[config.mk]
export PLATFORM = sky130hd
export DESIGN_NAME = sram_port_ctrl
export DESIGN_NICKNAME = d
export VERILOG_FILES = /design/src/rtl/sram_ctrl_pkg.sv /design/src/rtl/rsp_fifo.sv /design/src/rtl/sram_port_ctrl.sv
export SDC_FILE = /design/constraint.sdc
export NUM_CORES = 1
export LEC_CHECK = 0
export ABC_AREA = 1
export CAP_MARGIN = 10
export CORE_MARGIN = 2
export CORE_UTILIZATION = 33
export CTS_BUF_LIST = sky130_fd_sc_hd__clkbuf_4
export DETAILED_ROUTE_END_ITERATION = 10
export PLACE_DENSITY = 0.66
export SYNTH_ARGS = -nofsm -noshare
export SYNTH_HDL_FRONTEND = slang
export SYNTH_HIERARCHICAL = 1
export SYNTH_SLANG_ARGS = --single-unit
[constraint.sdc]
create_clock -name clk0 -period 2.05 [get_ports clk0]
set_input_delay 0.5125 -clock clk0 [delete_from_list [all_inputs] [get_ports clk0]]
set_output_delay 0.5125 -clock clk0 [all_outputs]
set_load 0.05 [all_outputs]
[src/rtl/sram_ctrl_pkg.sv]
// Shared types for the SRAM port controller: controller state encoding
// and the width helper used for response-FIFO occupancy counters.
package sram_ctrl_pkg;

    typedef enum logic [1:0] {
        ST_INIT  = 2'd0,
        ST_CLEAR = 2'd1,
        ST_RUN   = 2'd2,
        ST_DRAIN = 2'd3
    } state_t;

    // Bits needed to hold an occupancy count of 0..depth inclusive.
    function automatic int cnt_width(input int depth);
        return $clog2(depth + 1);
    endfunction

endpackage

[src/rtl/rsp_fifo.sv]
// Small synchronous response FIFO with occupancy count; head is always
// presented on rd_data so the consumer sees data as soon as count != 0.
module rsp_fifo
    import sram_ctrl_pkg::*;
#(
    parameter int WIDTH     = 1,
    parameter int RSP_DEPTH = 3
) (
    input  logic                               clk0,
    input  logic                               rst0,
    input  logic                               push,
    input  logic [WIDTH-1:0]                   push_data,
    input  logic                               pop,
    output logic [WIDTH-1:0]                   rd_data,
    output logic [cnt_width(RSP_DEPTH)-1:0]    count
);

    localparam int CW = cnt_width(RSP_DEPTH);
    localparam logic [CW-1:0] LAST  = CW'(RSP_DEPTH - 1);
    localparam logic [CW-1:0] DEPTH = CW'(RSP_DEPTH);

    logic [WIDTH-1:0] mem [RSP_DEPTH];
    logic [CW-1:0]    wr_ptr;
    logic [CW-1:0]    rd_ptr;
    logic             do_push;
    logic             do_pop;

    function automatic logic [CW-1:0] bump(input logic [CW-1:0] p);
        return (p == LAST) ? '0 : p + CW'(1);
    endfunction

    assign do_pop  = pop && (count != '0);
    assign do_push = push && ((count != DEPTH) || do_pop);
    assign rd_data = mem[rd_ptr];

    always_ff @(posedge clk0 or posedge rst0) begin
        if (rst0) begin
            wr_ptr <= '0;
            rd_ptr <= '0;
            count  <= '0;
            for (int i = 0; i < RSP_DEPTH; i++) mem[i] <= '0;
        end else begin
            if (do_push) begin
                mem[wr_ptr] <= push_data;
                wr_ptr      <= bump(wr_ptr);
            end
            if (do_pop) rd_ptr <= bump(rd_ptr);
            case ({do_push, do_pop})
                2'b10:   count <= count + CW'(1);
                2'b01:   count <= count - CW'(1);
                default: count <= count;
            endcase
        end
    end

endmodule

[src/rtl/sram_port_ctrl.sv]
// Initiator-side controller for a single-port array macro: request channel
// to csb/web port protocol, clear sweeps, and backpressured read responses.
//
// state    | meaning
// ---------+-----------------------------------------------------------
// ST_INIT  | one idle cycle after reset release
// ST_CLEAR | sweep every set with CLEAR_VALUE, requests blocked
// ST_RUN   | normal request service
// ST_DRAIN | clear requested; wait until no read is in flight
module sram_port_ctrl
    import sram_ctrl_pkg::*;
#(
    parameter int               S_INDEX     = 4,
    parameter int               WIDTH       = 1,
    parameter logic [WIDTH-1:0] CLEAR_VALUE = '0,
    parameter int               RSP_DEPTH   = 3
) (
    input  logic               clk0,
    input  logic               rst0,
    input  logic               req_valid,
    output logic               req_ready,
    input  logic               req_we,
    input  logic [S_INDEX-1:0] req_addr,
    input  logic [WIDTH-1:0]   req_wdata,
    output logic               rsp_valid,
    input  logic               rsp_ready,
    output logic [WIDTH-1:0]   rsp_rdata,
    input  logic               clear_req,
    output logic               clear_busy,
    output logic               sram_csb,
    output logic               sram_web,
    output logic [S_INDEX-1:0] sram_addr,
    output logic [WIDTH-1:0]   sram_din,
    input  logic [WIDTH-1:0]   sram_dout
);

    localparam int               NUM_SETS = 2 ** S_INDEX;
    localparam logic [S_INDEX-1:0] LAST_SET = S_INDEX'(NUM_SETS - 1);
    localparam int               CW       = cnt_width(RSP_DEPTH);
    localparam logic [CW:0]      DEPTH_L  = (CW + 1)'(RSP_DEPTH);

    state_t             state;
    state_t             state_nxt;
    logic [S_INDEX-1:0] clr_cnt;
    logic [S_INDEX-1:0] clr_cnt_nxt;
    logic               inflight;
    logic               accept;
    logic               rd_room;
    logic [CW-1:0]      fifo_count;

    // Reserve a FIFO slot for the read still in the array pipeline, so a full
    // FIFO never has to drop returning data; rsp_ready is deliberately ignored.
    assign rd_room = ({1'b0, fifo_count} + (CW + 1)'(inflight)) < DEPTH_L;

    always_ff @(posedge clk0 or posedge rst0) begin
        if (rst0) begin
            state    <= ST_INIT;
            clr_cnt  <= '0;
            inflight <= 1'b0;
        end else begin
            state    <= state_nxt;
            clr_cnt  <= clr_cnt_nxt;
            inflight <= accept && !req_we;
        end
    end

    always_comb begin
        state_nxt   = state;
        clr_cnt_nxt = clr_cnt;
        req_ready   = 1'b0;
        accept      = 1'b0;
        clear_busy  = 1'b1;
        sram_csb    = 1'b1;
        sram_web    = 1'b1;
        sram_addr   = '0;
        sram_din    = '0;
        case (state)
            ST_INIT: begin
                clr_cnt_nxt = '0;
                state_nxt   = ST_CLEAR;
            end
            ST_CLEAR: begin
                sram_csb    = 1'b0;
                sram_web    = 1'b0;
                sram_addr   = clr_cnt;
                sram_din    = CLEAR_VALUE;
                clr_cnt_nxt = clr_cnt + S_INDEX'(1);
                if (clr_cnt == LAST_SET) state_nxt = ST_RUN;
            end
            ST_RUN: begin
                clear_busy = 1'b0;
                req_ready  = req_we || rd_room;
                accept     = req_valid && req_ready;
                if (accept) begin
                    sram_csb  = 1'b0;
                    sram_web  = !req_we;
                    sram_addr = req_addr;
                    sram_din  = req_wdata;
                end
                if (clear_req) state_nxt = ST_DRAIN;
            end
            ST_DRAIN: begin
                clr_cnt_nxt = '0;
                if (!inflight) state_nxt = ST_CLEAR;
            end
            default: state_nxt = ST_INIT;
        endcase
    end

    assign rsp_valid = (fifo_count != '0);

    rsp_fifo #(
        .WIDTH     (WIDTH),
        .RSP_DEPTH (RSP_DEPTH)
    ) u_rsp_fifo (
        .clk0      (clk0),
        .rst0      (rst0),
        .push      (inflight),
        .push_data (sram_dout),
        .pop       (rsp_valid && rsp_ready),
        .rd_data   (rsp_rdata),
        .count     (fifo_count)
    );

endmodule

==> flow_summary.json, run 1 <==
{
  "vias": 977,
  "max_freq_mhz": 435,
  "postRouteAntennaNets": 0,
  "ys_ff_latch": 16,
  "cp-end-kind": "primary output",
  "placed_area_um2": 1530,
  "cap_violations": 0,
  "pre_cts_slack_ns": -0.141,
  "p_leak_nw": 0.745,
  "clkLatencyLatePin_ns": 0.28,
  "cts_buffers": 3,
  "cts_tree": "done",
  "wl_um": 2290,
  "ys_seq_area_frac": 0.399,
  "drive_gt1_frac": 0.299,
  "fp.dieW_um": 59.2,
  "maxSlewViolCount": 0,
  "area_delta_synth_final_pct": 59.9,
  "cts_max_path_buffers": 2,
  "peakVddDrop_mv": 1.05,
  "synth_simple_gate_area_frac": 0.315,
  "path_clk_slew_ns": 0.10,
  "portBuffers": 22,
  "grt_pass1_vias": 1030,
  "gp_congestion": 0.796,
  "setup_ws_ns": -0.249,
  "synthMuxAreaShare": 0,
  "antenna_found_initial": 0,
  "vias_per_cell": 4.96,
  "mostFrequentLayoutCell": "nand2_1",
  "antenna_cells": 0,
  "nets": 185,
  "p_per_area_nw_per_um2": 1630,
  "rows": 20,
  "start_kind": "flip-flop",
  "grt-ovfl-total": 0,
  "n_fill_cell": 283,
  "fin_crit_ns": 2.30,
  "synth_top_family_by_area": "simple AND/OR/NAND/NOR gates",
  "rsz0062_at_grt": "yes",
  "critPathRequiredTime_ns": 1.54,
  "cts_sinks": 16,
  "hold_buffers": 0,
  "synth_fa_ha_area_frac": 0.0996,
  "slew_headroom": 0.727,
  "htreeDepth": 1,
  "io-pin-count": 23,
  "finClkSkew_ns": 0.00257,
  "grt_usage": 0.156,
  "violations": "negative setup slack",
  "holdWs_ns": 0.489,
  "syn_nets": 150,
  "crit_arrival_ns": 1.79,
  "grt_max_degree": 10,
  "final_cell_area_um2": 1610,
  "fp.coreArea_um2": 2980,
  "drtPass1Iterations": 4,
  "crit_top_cell": "nand2_4",
  "synth_area_um2": 1000,
  "slowest_delay_ns": 0.44,
  "syn-instance-count": 130,
  "grt_pass1_wl_um": 4240,
  "start_util": 0.337,
  "die_area_um2": 3500,
  "hold_viol": 0,
  "drcViolationCount": 0,
  "ys_warn_count": 6,
  "crit_chain": "ha_4 -> ha_4 -> nand2_4 -> nand2_4 -> nand2_4 -> nand4_1 -> a21oi_4 -> buf_12",
  "status": "finished, violations left",
  "hold_path_class": "input port to async pin",
  "dpl.hpwl_um": 1880,
  "crit_fanout": 5,
  "synthXorXnorAreaFrac": 0.0174,
  "die_h_um": 59.2,
  "syn_avg_cell_area_um2": 7.73,
  "synth_compound_gate_area_share": 0.0946,
  "clock-root-buffer": "clkbuf_4",
  "drtIter0Drc": 47,
  "post_drt_wl_per_cell_um": 11.6,
  "critPathKind": "flip-flop to primary output",
  "p_total_mw": 2.62,
  "worst_pin_slew_ns": 0.410,
  "period_share": 1.12,
  "crit_slowest_cell": "dfrtp_2",
  "ys_types": 23,
  "layout_common_cells": "nand2_1, inv_1, dfrtp_1",
  "finalSetupViolCount": 7
}
## registers in the layout, summed over array words and instances (netlist names)
name               flops
clr_cnt                4
inflight               1
state                  2
u_rsp_fifo/count       2
u_rsp_fifo/mem         3
u_rsp_fifo/rd_ptr      2
u_rsp_fifo/wr_ptr      2
## synthesized netlist by cell type
master / count / share of area
nand2_1: 34 / 0.13
inv_1: 19 / 0.071
dfrtp_1: 16 / 0.40
a21oi_1: 9 / 0.045
nand3_1: 9 / 0.045
nand4_1: 9 / 0.056
ha_1: 8 / 0.10
nor2_1: 7 / 0.026
o21ai_0: 3 / 0.015
nand2_2: 2 / 0.012
o21ai_1: 2 / 0.010
a21oi_2: 1 / 0.0087
and3_1: 1 / 0.0062
inv_2: 1 / 0.0037
nand3_4: 1 / 0.017
nor2_2: 1 / 0.0062
nor3_1: 1 / 0.0050
nor3b_1: 1 / 0.0075
o21a_1: 1 / 0.0075
o21ai_2: 1 / 0.0087
or2_2: 1 / 0.0062
xnor2_1: 1 / 0.0087
xor2_1: 1 / 0.0087
## through the flow
stage                      util  setup TNS (ns)  cells
after floorplan               -          -0.333    130
after global placement    0.512          -0.573    191
after detailed placement  0.512          -0.671    191
after CTS                 0.534           -1.66    196
after global routing      0.539           -2.08    197
final                     0.539           -1.58    197
## final timing paths
kind	start	endpoint	slack, ns	depth (start not counted)
worst max-delay path	inflight	sram_addr[0]	-0.25	8
worst min-delay path	rst0	state[0]	0.49	2
worst max register to register	u_rsp_fifo/count[0]	u_rsp_fifo/count[1]	0.38	10
worst min register to register	u_rsp_fifo/mem[1]	u_rsp_fifo/mem[1]	0.49	2
max in group asynchronous	rst0	u_rsp_fifo/count[0]	1.25	2
min in group clk0	u_rsp_fifo/mem[1]	u_rsp_fifo/mem[1]	0.49	2
## report_power, final
group	internal [mW]	total [mW]	switching, mW
clock network	0.0706	0.170	0.0994
logic	0.789	1.86	1.07
registers	0.454	0.588	0.134
total	1.31	2.62	1.30
## routing by layer
metal,global-route usage,vias to the layer above,part of all wire
met5,0,-,0
met4,0.0292,0,0.0048
met3,0.0437,2,0.050
met2,0.287,26,0.53
met1,0.180,453,0.42
li1,-,496,-
## worst max-delay path, delay by kind of cell (launching register included)
kind / cells / cell delay, ns
AO/OA/AOI/OAI: 1 / 0.19
adder cells (fa/ha/maj): 2 / 0.38
buffers and inverters: 1 / 0.15
flip-flops: 1 / 0.44
AND/OR/NAND/NOR: 4 / 0.35
## kinds of logic (layout without fill, tap and decap cells)
logic type               after synthesis  after routing
AND/OR/NAND/NOR                       67             67
buffers and inverters                 20             54
AO/OA/AOI/OAI                         17             17
adder cells (fa/ha/maj)                8              8
XOR/XNOR                               2              2
flip-flops                            16             16
## what timing repair did
action                     4_1_cts  5_1_grt
setup buffers                    1        1
setup endpoints to repair        7        9
gates resized for setup          7        3
pin swaps                        7        3
## area by class of cell
type / instances / area [um^2] / share of cell area
multi-input cells: 94 / 679 / 0.423
flip-flops and latches: 16 / 403 / 0.251
repair buffers: 30 / 382 / 0.238
inverters: 20 / 75.1 / 0.0467
well taps: 33 / 41.3 / 0.0257
clock buffers: 3 / 22.5 / 0.0140
clock inverters: 1 / 3.75 / 0.00234
(Power assumes the default switching activity.)
==> inputs of run 2 (changes only) <==
--- a/config.mk
+++ b/config.mk
@@ -8,10 +8,11 @@
 export ABC_AREA = 1
 export CAP_MARGIN = 10
 export CORE_MARGIN = 2
-export CORE_UTILIZATION = 33
+export CORE_UTILIZATION = 30
 export CTS_BUF_LIST = sky130_fd_sc_hd__clkbuf_4
 export DETAILED_ROUTE_END_ITERATION = 10
-export PLACE_DENSITY = 0.66
+export PLACE_DENSITY = 0.61
+export SETUP_SLACK_MARGIN = 0.5
 export SYNTH_ARGS = -nofsm -noshare
 export SYNTH_HDL_FRONTEND = slang
 export SYNTH_HIERARCHICAL = 1
==> run 2 against run 1 <==
Against the previous run:
- the flow still finishes with violations (negative setup slack)
- sequential cell count unchanged
- clock skew increased by 0.011 ns
- combinational power increased by 20%
- largest power group unchanged
- clock power increased by 4%
- total power increased by 15%
- worst hold slack got worse by 0.028 ns
- wire length increased by 13%
- critical endpoint unchanged
- first-iteration DRC count decreased by 21%
- worst setup slack got worse by 0.00074 ns
- register-to-register slack got worse by 0.18 ns
- cell area increased by 13%
- global-route usage decreased by 0.91 points
==> flow_summary.json, run 2 (synthesis results as in run 1) <==
{
  "violations": "negative setup slack",
  "dpl.hpwl_um": 1930,
  "antenna_found_initial": 0,
  "finClkSkew_ns": 0.0133,
  "nets": 194,
  "post_drt_wl_per_cell_um": 11.8,
  "largest_reg_flops": 4,
  "vias_per_cell": 4.68,
  "fp.dieW_um": 61.9,
  "vias": 1026,
  "rsz0062_at_grt": "yes",
  "path_buf_inv": 1,
  "antenna_cells": 0,
  "finalSetupTns_ns": -1.61,
  "period_share": 1.12,
  "cts_max_path_buffers": 2,
  "cap_violations": 0,
  "portBuffers": 22,
  "drtIter0Drc": 37,
  "fin_crit_ns": 2.30,
  "start_util": 0.306,
  "crit_slowest_cell": "dfrtp_2",
  "area_delta_synth_final_pct": 81.1,
  "max_freq_mhz": 435,
  "grt-ovfl-total": 0,
  "clock-root-buffer": "clkbuf_4",
  "setup_ws_ns": -0.250,
  "slew_headroom": 0.755,
  "hold_buffers": 0,
  "rows": 21,
  "crit_arrival_ns": 1.79,
  "maxSlewViolCount": 0,
  "peakVddDrop_mv": 1.10,
  "cts_tree": "done",
  "path_clk_slew_ns": 0.11,
  "crit_chain": "ha_4 -> ha_4 -> nand2_4 -> nand2_4 -> nand2_4 -> nand4_1 -> a21oi_4 -> buf_12",
  "hold_viol": 0,
  "holdWs_ns": 0.461,
  "rr_startpoint": "u_rsp_fifo/count[0]",
  "finalSetupViolCount": 7,
  "p_leak_nw": 0.816,
  "grt_usage": 0.147,
  "cts_buffers": 3,
  "pre_cts_slack_ns": -0.139,
  "finish.utilization": 0.554,
  "die_area_um2": 3830,
  "postRouteAntennaNets": 0,
  "layout_common_cells": "nand2_1, inv_1, dfrtp_1",
  "grt_max_degree": 10,
  "slowest_delay_ns": 0.44,
  "reg2reg_to": "u_rsp_fifo/count[1]",
  "drcViolationCount": 0,
  "r2r_cells": 12,
  "cp-end-kind": "primary output",
  "grt_pass1_wl_um": 4140,
  "critPathKind": "flip-flop to primary output",
  "wl_um": 2580,
  "htreeDepth": 1,
  "critPathRequiredTime_ns": 1.54,
  "clkLatencyLatePin_ns": 0.29,
  "die_h_um": 61.9,
  "worst_pin_slew_ns": 0.366,
  "mostFrequentLayoutCell": "nand2_1",
  "p_per_area_nw_per_um2": 1650,
  "status": "finished, violations left",
  "largest-register": "clr_cnt",
  "reg_top3": "clr_cnt x4, u_rsp_fifo/mem x3",
  "crit_top_cell": "nand2_4",
  "io-pin-count": 23,
  "crit_family": "flip-flops",
  "drive_gt1_frac": 0.434,
  "start_kind": "flip-flop",
  "crit_fanout": 5,
  "ff2ff_setup_slack_ns": 0.20,
  "cts_sinks": 16,
  "grt_pass1_vias": 1037,
  "fp.coreArea_um2": 3280,
  "gp_congestion": 0.725,
  "hold_path_class": "input port to async pin",
  "drtPass1Iterations": 5
}
-- run 2: cell types whose count changed in the layout (fill, tap and decap cells not counted), moves of 4 or more --
cell,change
nand3_1,-5
buf_4,+4
buf_6,+4
inv_1,-4
nand3_2,+4
-- run 2: per-layer routing --
layer	up-vias	global-route usage	routed length, um
met3	0	0.0455	104
met1	490	0.154	958
met5	-	0	0
met2	19	0.290	1520
met4	0	0.0213	0
li1	517	-	-
-- run 2: final cells by class --
class / count / area (um^2)
Fill cell: 302 / 1470
Multi-Input combinational cell: 94 / 779
Timing Repair Buffer: 39 / 469
Sequential cell: 16 / 404
Inverter: 20 / 82.6
Tap cell: 46 / 57.6
Clock buffer: 3 / 22.5
Clock inverter: 1 / 3.75
-- run 2: stage by stage --
stage          power [mW]  cell area (um^2)  cells
2_1_floorplan        1.75              1150    130
3_3_place_gp         2.35              1560    203
3_5_place_dp         2.40              1560    203
4_1_cts              2.85              1720    213
5_1_grt              3.22              1820    219
6_report             3.00              1820    219
-- run 2: power breakdown --
group,internal [mW],switching [mW],total (mW)
combinational,1.02,1.20,2.23
sequential,0.456,0.143,0.599
clock,0.0707,0.107,0.177
total,1.55,1.45,3.00
-- run 2: worst max path at each step --
stage	start	endpoint	slack (ns)	cells after the start
detailed placement	req_valid	sram_addr[0]	-0.14	4
finish	u_rsp_fifo/count[0]	sram_addr[0]	-0.25	8
CTS	u_rsp_fifo/count[0]	sram_addr[0]	-0.31	8
global placement	req_valid	sram_addr[2]	-0.11	4
floorplan	u_rsp_fifo/count[0]	sram_din	-0.10	7
global route	u_rsp_fifo/count[0]	sram_addr[2]	-0.35	8
-- run 2: what timing repair did --
action / 4_1_cts / 5_1_grt
gates resized for setup: 24 / 14
setup buffers: 6 / 6
endpoints found under the setup margin: 13 / 16
pin swaps: 13 / 12
